<file path="config.mk">
export PLATFORM = sky130hd
export DESIGN_NAME = encoder_4x2_seq
export DESIGN_NICKNAME = d
export VERILOG_FILES = /design/src/rtl/encoder_pkg.sv /design/src/rtl/prio_enc_4x2.sv /design/src/rtl/encoder_4x2_seq.sv
export SDC_FILE = /design/constraint.sdc
export NUM_CORES = 1
export LEC_CHECK = 0
export ABC_AREA = 1
export BUFFER_PORTS_ARGS = -buffer_cell sky130_fd_sc_hd__buf_2
export CORE_AREA = 8 8 45 47
export DETAILED_ROUTE_END_ITERATION = 10
export DIE_AREA = 0 0 53 55
export GPL_ROUTABILITY_DRIVEN = 0
export PLACE_DENSITY = 0.56
export SKIP_CTS_REPAIR_TIMING = 1
export SYNTH_ARGS = -nofsm -noshare
export SYNTH_HDL_FRONTEND = slang
export SYNTH_SLANG_ARGS = --single-unit
</file>
<file path="constraint.sdc">
create_clock -name clk -period 1.49 [get_ports clk]
set_clock_uncertainty 0.05 [all_clocks]
set_input_delay 0.0745 -clock clk [delete_from_list [all_inputs] [get_ports clk]]
set_output_delay 0.0745 -clock clk [all_outputs]
set_load 0.05 [all_outputs]
</file>
<file path="src/rtl/encoder_pkg.sv">
// Shared constants, FSM state type and a one-hot helper for the 4-to-2 sequential encoder.
// Latency: none (declarations only).
// Backpressure: not applicable.
package encoder_pkg;

    localparam int N_REQ  = 4;
    localparam int CODE_W = 2;

    // Two-state handshake FSM: IDLE has nothing to offer, HOLD presents a code.
    typedef enum logic {
        IDLE = 1'b0,
        HOLD = 1'b1
    } state_t;

    // Expand a line index into its one-hot request mask.
    function automatic logic [N_REQ-1:0] onehot(input logic [CODE_W-1:0] idx);
        logic [N_REQ-1:0] m;
        m      = '0;
        m[idx] = 1'b1;
        return m;
    endfunction

endpackage

</file>
<file path="src/rtl/prio_enc_4x2.sv">
// Combinational 4-to-2 priority encoder; bit 3 wins, any_o flags a non-zero input.
// Latency: zero cycles (pure combinational).
// Backpressure: not applicable.
module prio_enc_4x2
    import encoder_pkg::*;
(
    input  logic [N_REQ-1:0]  req_i,
    output logic [CODE_W-1:0] code_o,
    output logic              any_o
);

    // Highest set bit selects the code; an empty input encodes as 0 with any_o low.
    always_comb begin
        code_o = '0;
        any_o  = |req_i;
        if (req_i[3]) begin
            code_o = 2'd3;
        end else if (req_i[2]) begin
            code_o = 2'd2;
        end else if (req_i[1]) begin
            code_o = 2'd1;
        end
    end

endmodule

</file>
<file path="src/rtl/encoder_4x2_seq.sv">
// Captures request pulses into a pending set and presents the highest pending index as a code.
// Latency: a request sampled at an edge while idle is presented as valid code right after that edge.
// Backpressure: code and valid hold while ready is low; new requests keep accumulating in pend.
module encoder_4x2_seq
    import encoder_pkg::*;
(
    input  logic              clk,
    input  logic              rst_n,
    input  logic [N_REQ-1:0]  d,
    input  logic              e,
    input  logic              ready,
    output logic [CODE_W-1:0] y,
    output logic              valid,
    output logic              ovf
);

    state_t              state_q, state_d;
    logic [N_REQ-1:0]    pend_q,  pend_d;
    logic [CODE_W-1:0]   y_q,     y_d;
    logic                valid_q, valid_d;
    logic                ovf_q,   ovf_d;

    logic [N_REQ-1:0]    new_req;
    logic [N_REQ-1:0]    clr_mask;
    logic [N_REQ-1:0]    enc_in;
    logic [CODE_W-1:0]   enc_code;
    logic                enc_any;
    logic                accept;

    // Requests only count while capture is enabled.
    assign new_req = d & {N_REQ{e}};

    // A handshake completes only while a code is actually being presented.
    assign accept  = (state_q == HOLD) && ready;

    // The granted line leaves the pending set on acceptance; nothing is cleared otherwise.
    assign clr_mask = accept ? onehot(y_q) : '0;

    // One shared encoder operand: in IDLE this is pend|new, on an accept it is the
    // post-clear set plus new requests, so a re-request of the granted line survives.
    assign enc_in = (pend_q & ~clr_mask) | new_req;

    prio_enc_4x2 u_prio (
        .req_i  (enc_in),
        .code_o (enc_code),
        .any_o  (enc_any)
    );

    // Next-state and output-register logic for the IDLE/HOLD handshake.
    always_comb begin
        state_d = state_q;
        pend_d  = pend_q;
        y_d     = y_q;
        valid_d = valid_q;
        unique case (state_q)
            IDLE: begin
                if (enc_any) begin
                    pend_d  = enc_in;
                    y_d     = enc_code;
                    valid_d = 1'b1;
                    state_d = HOLD;
                end
            end
            HOLD: begin
                if (!ready) begin
                    pend_d = pend_q | new_req;
                end else if (enc_any) begin
                    // Back-to-back grant with no bubble cycle.
                    pend_d = enc_in;
                    y_d    = enc_code;
                end else begin
                    pend_d  = '0;
                    valid_d = 1'b0;
                    state_d = IDLE;
                end
            end
            default: begin
                state_d = IDLE;
            end
        endcase
    end

    // Overrun is sticky: a new pulse landing on a still-pending line that is not being granted away.
    assign ovf_d = ovf_q | (|(new_req & pend_q & ~clr_mask));

    // State and output registers; reset drops everything immediately.
    always_ff @(posedge clk or negedge rst_n) begin
        if (!rst_n) begin
            state_q <= IDLE;
            pend_q  <= '0;
            y_q     <= '0;
            valid_q <= 1'b0;
            ovf_q   <= 1'b0;
        end else begin
            state_q <= state_d;
            pend_q  <= pend_d;
            y_q     <= y_d;
            valid_q <= valid_d;
            ovf_q   <= ovf_d;
        end
    end

    assign y     = y_q;
    assign valid = valid_q;
    assign ovf   = ovf_q;

endmodule

</file>
-- Word level (Yosys, flattened, before mapping)
Index checks and enable logic that the tools add are counted.
Widths: inputs -> output; s select.
- logic and storage cells: 44
- output and inout port bits: 4
- bits in registers: 9
- input port bits: 8
- $lt $le $gt $ge: 2
- bitwise gates (word level): 9
- eq/ne operators: 3
- reduce and logical (&&, ||, !) cells: 5
- multiplexer cells: 20
- operator list (operator ; number):
    $and 4x4->4 ; 4
    $mux 4 ; 4
    $mux 2 ; 4
    $or 4x4->4 ; 2
    $pmux 4 s2 ; 1
    $reduce_or 4->1 ; 2
    $mux 1 ; 7
    $ne 2x2->1 const B ; 3
    $not 4->4 ; 1
    $pmux 1 s2 ; 2
    $pmux 2 s2 ; 1
    $lt 2x3->1 const B ; 1
    $reduce_and 3->1 ; 1
    $demux 1 s2 ; 1
    $ge 2x1->1 const B ; 1
    $logic_and 1x1->1 ; 2
    $not 1->1 ; 1
    $or 1x1->1 ; 1

-- Logic depth before layout (Yosys ltp)
- word-level depth: 14
- mapped depth: 10

-- Hierarchy
From an unflattened synthesis, not the netlist that was laid out.
- cell total of the unflattened synthesis: 90
- area, all modules: 586.8 um^2
- modules (own cells, without submodules) (module ; sequential area each (um^2) ; cells each ; area each (um^2) ; instances):
    encoder_4x2_seq ; 225.2 ; 82 ; 554.3 ; 1
    prio_enc_4x2 ; 0.0 ; 8 ; 32.5 ; 1

-- Worst setup path before layout
OpenSTA, ideal clock, no wires.
- path kind: flip-flop to flip-flop
- from: reg y_q[1] (netlist: y[1])
- to: reg valid_q (netlist: valid)
- buffers on the path: 0
- clock period less this slack: 1.516 ns
- arrival: 1.341 ns
- path slack: -0.026 ns
- stages on the path, launching flop included: 8
- required time: 1.316 ns
- path through: dfrtp_1 nand2_1 o21ai_2 nand2_2 nor2_4 nand2_2 o21ai_0 nand2_1
- longest elaborated chain between the ends: 11
- ends and longest elaborated chain (element ; line ; RTL):
    from (decl) ; encoder_4x2_seq.sv:19 ; logic [CODE_W-1:0] y_q, y_d;
    from (signal assigned) ; encoder_4x2_seq.sv:97 ; y_q <= y_d;
    $lt 2x3->1 (not written as such) or $ge 2x1->1 (tied branches) ; encoder_pkg.sv:19 ; m[idx] = 1'b1;
    $logic_and 1x1->1 (not written as such) ; encoder_pkg.sv:19 ;
    $mux 1 (not written as such) ; encoder_pkg.sv:19 ;
    $demux 1 s2 * ; encoder_pkg.sv:19 ;
    $mux 4 * ; encoder_4x2_seq.sv:37 ; assign clr_mask = accept ? onehot(y_q) : '0;
    $not 4->4 * ; encoder_4x2_seq.sv:41 ; assign enc_in = (pend_q & ~clr_mask) | new_req;
    $and 4x4->4 * ; encoder_4x2_seq.sv:41 ;
    $or 4x4->4 * ; encoder_4x2_seq.sv:41 ;
    $reduce_or 4->1 * ; prio_enc_4x2.sv:15 ; any_o = |req_i;
    $ne 2x2->1 (no source line) ; n/a ;
    $reduce_and 3->1 (no source line) * ; n/a ;
    to (signal assigned) ; encoder_4x2_seq.sv:98 ; valid_q <= valid_d;
    to (decl) ; encoder_4x2_seq.sv:20 ; logic valid_q, valid_d;
Mark *: on every way between the ends. The rest lies on a longest branch, timed or not.
A chain may end at the register's enable or synchronous reset.

-- Final worst setup path
Ends and elaborated chain as after synthesis.

==> results.md <==
- Status: finished, final reports clean
- DR DRC count: 0
- Crit path launch: y[1]$_DFFE_PN0P_
- Antenna violations before repair: 0
- Critical path arrival: 1.38 ns
- Internal Pwr Total: 0.444 mW
- Post-synth net total: 66
- Syn avg cell area: 8.02 sq um
- CTS Buffer Depth: 2
- Global Route Usage Sum: 0.0792
- Crit path capture type: register
- Share of cells above drive strength 1: 0.405
- Most frequent cell after synthesis: nand2_1
- Number of global-route vias before repair: 395
- Sw frac: 0.355
- Root cell of the clock tree: clkbuf_4
- Initial DRC Count: 4
- Ant. Diodes: 0
- Worst Path Required: 1.59 ns
- First drt pass iteration count: 4
- RR Endpoint: valid$_DFFE_PN0P_
- Fill cells: approximately 150
- Area grow syn2layout: 24.5%
- Core ar.: around 1400 sq um
- Die height: 55 um
- Worst r2r src: y[1]$_DFFE_PN0P_
- Clock Power Share: 0.275
- Leading area contributor after synthesis: dfrtp_1
- Hold Vio Cnt, Final: 0
- Endpoints failing setup: 0
- Fmax: 0.779 GHz
- Clk pin slew, worst setup/hold paths: 0.06 ns
- Yosys reg bits: 9
- Setup CP Type: reg -> reg
- Clock sinks: 9
- Clk Latency, worst-skew pair: 0.26 ns
- Ys async rst share: 1.00
- Ys flop type: dfrtp_1
- Mapped Cells: 58
- Crit-path max FO: 6
- Static leakage: 0.298 nW
- Mapped Area: 465 sq um
- First-pass GRT wire length: 1620 um
- Reg area: around 230 sq um
- Startpoint types: register
- Seq/Total Area, Yosys: 0.484
- Buffers on Ports: 11
- WL final: roughly 960 um
- P per Cell Area: about 1200 nW/um^2
- Total die area: 2920 sq um
- CTS tree: built
- Area occupied by multi-input gates: roughly 210 sq um
- Total grt overflow: 0
- Post-detail-place hpwl: 786 um
- Unrepaired setup endpoints after global routing: no
- Period utilization: 0.862
- Slew @ Worst Pin: 0.252 ns
- Sw Pwr: 0.244 mW
- Class of the worst hold path: in -> reg
- Flop pwr share: 0.443
- Number of max-cap violations: 0
- Combinational share of power: 0.282
- YS warnings: 0
- DR vias/cell: 4.54
- Num ports: 12
- Pins over their slew limit: 0
- Hold Crit Start: d[0]
- Largest net degree at the start of global routing: 10
- Yosys top cell area share: 0.484
- Antenna-violating nets left: 0
- Worst setup endpoint: valid$_DFFE_PN0P_
- Layout net count: 83
- Initial Utilization: 0.336
- Reg2reg path depth: 8
- Power Total: ~0.69 mW
- Distinct cells, synth: 15
- Final worst path period need: 1.28 ns
- Largest cells by area after synthesis: dfrtp_1 (48%), nand2_1 (13%), nand2_2 (12%), inv_1 (5.6%), nand3_1 (4.3%)
- Commonest cells post-synth: nand2_1 (16), dfrtp_1 (9), nand2_2 (9)
- H-tree depth: 1
- Post-synth EDFFs: 0
- Relative slew slack: 0.833
- R2R setup slack: roughly 0.21 ns
- Num CTS Buffers: 3
- DR WL/cell: 10.6 um
- Die X: about 53 um
- Site Rows: 14
- Max VDD drop: about 0.47 mV
- Via Count: 409
- Final setup TNS: 0 ns
==> routing by layer <==
metal	global-route usage	up-vias	share of wire
met5	0	-	0
met3	0.0401	2	0.063
met1	0.0851	183	0.43
met4	0.0517	0	0.026
met2	0.121	11	0.48
li1	-	213	-
==> stage by stage <==
stage          instances  utilization  hold slack (ns)  cell area (sq um)  setup slack, ns
3_5_place_dp          85        0.392           -0.110                543            0.197
5_1_grt               90        0.419           0.0532                579           0.0470
4_1_cts               89        0.411           -0.393                569            0.196
3_3_place_gp          85        0.392           -0.109                543            0.221
6_report              90        0.419           0.0282                579            0.206
2_1_floorplan         58            -           -0.271                468            0.142
==> how the worst min path moves through the flow <==
stage                                  to  cells past startpoint
floorplan                   ovf$_DFF_PN0_                      0
global placement        state_q$_DFF_PN0_                      1
detailed placement      state_q$_DFF_PN0_                      1
CTS                     state_q$_DFF_PN0_                      1
global route        pend_q[1]$_DFFE_PN0P_                      3
finish              pend_q[0]$_DFFE_PN0P_                      3
==> cell families after synthesis <==
| kind of cell | Yosys count | share of synthesized area |
|---|---|---|
| and+or+nand+nor | 36 | 0.382 |
| buffers and inverters | 8 | 0.0645 |
| AOI/OAI and AO/OA | 5 | 0.0699 |
| DFF | 9 | 0.484 |
==> flip-flops by register name, indices dropped and copies added, names as in the netlist <==
name / count
ovf: 1
valid: 1
y: 2
pend_q: 4
state_q: 1
==> placed cells by master, fill, tap and decap left out, types with 2 or more instances in the layout <==
cell	instances
o21ai_0	2
inv_1	7
buf_2	11
nand2_2	9
dfrtp_2	2
nor2_1	3
nand3_1	4
nand2_1	16
dfrtp_1	7
clkbuf_4	3
==> critical path: stages, from the launching register on <==
cell     delay, ns
dfrtp_2       0.43
nor2_1        0.11
nand2_1       0.10
nand2_2       0.08
nand2_2       0.07
nor2_2        0.11
nand2_2       0.08
o21ai_0       0.07
nand2_1       0.06
==> power by group through the flow <==
| stage | Clock (mW) | Combinational (mW) | Sequential (mW) |
|---|---|---|---|
| floorplan | 0 | 0.112 | 0.341 |
| global placement | 0 | 0.193 | 0.309 |
| detailed placement | 0 | 0.195 | 0.310 |
| CTS | 0.198 | 0.195 | 0.305 |
| global route | 0.212 | 0.218 | 0.312 |
| finish | 0.189 | 0.194 | 0.305 |
==> final cells by class <==
class / count / share of cell area
Clock buffer: 4 / 0.0454
Tap cell: 16 / 0.0346
Inverter: 8 / 0.0518
Timing Repair Buffer: 12 / 0.112
Multi-Input combinational cell: 41 / 0.363
Sequential cell: 9 / 0.393
No activity file was read; power rests on OpenSTA's default activity.
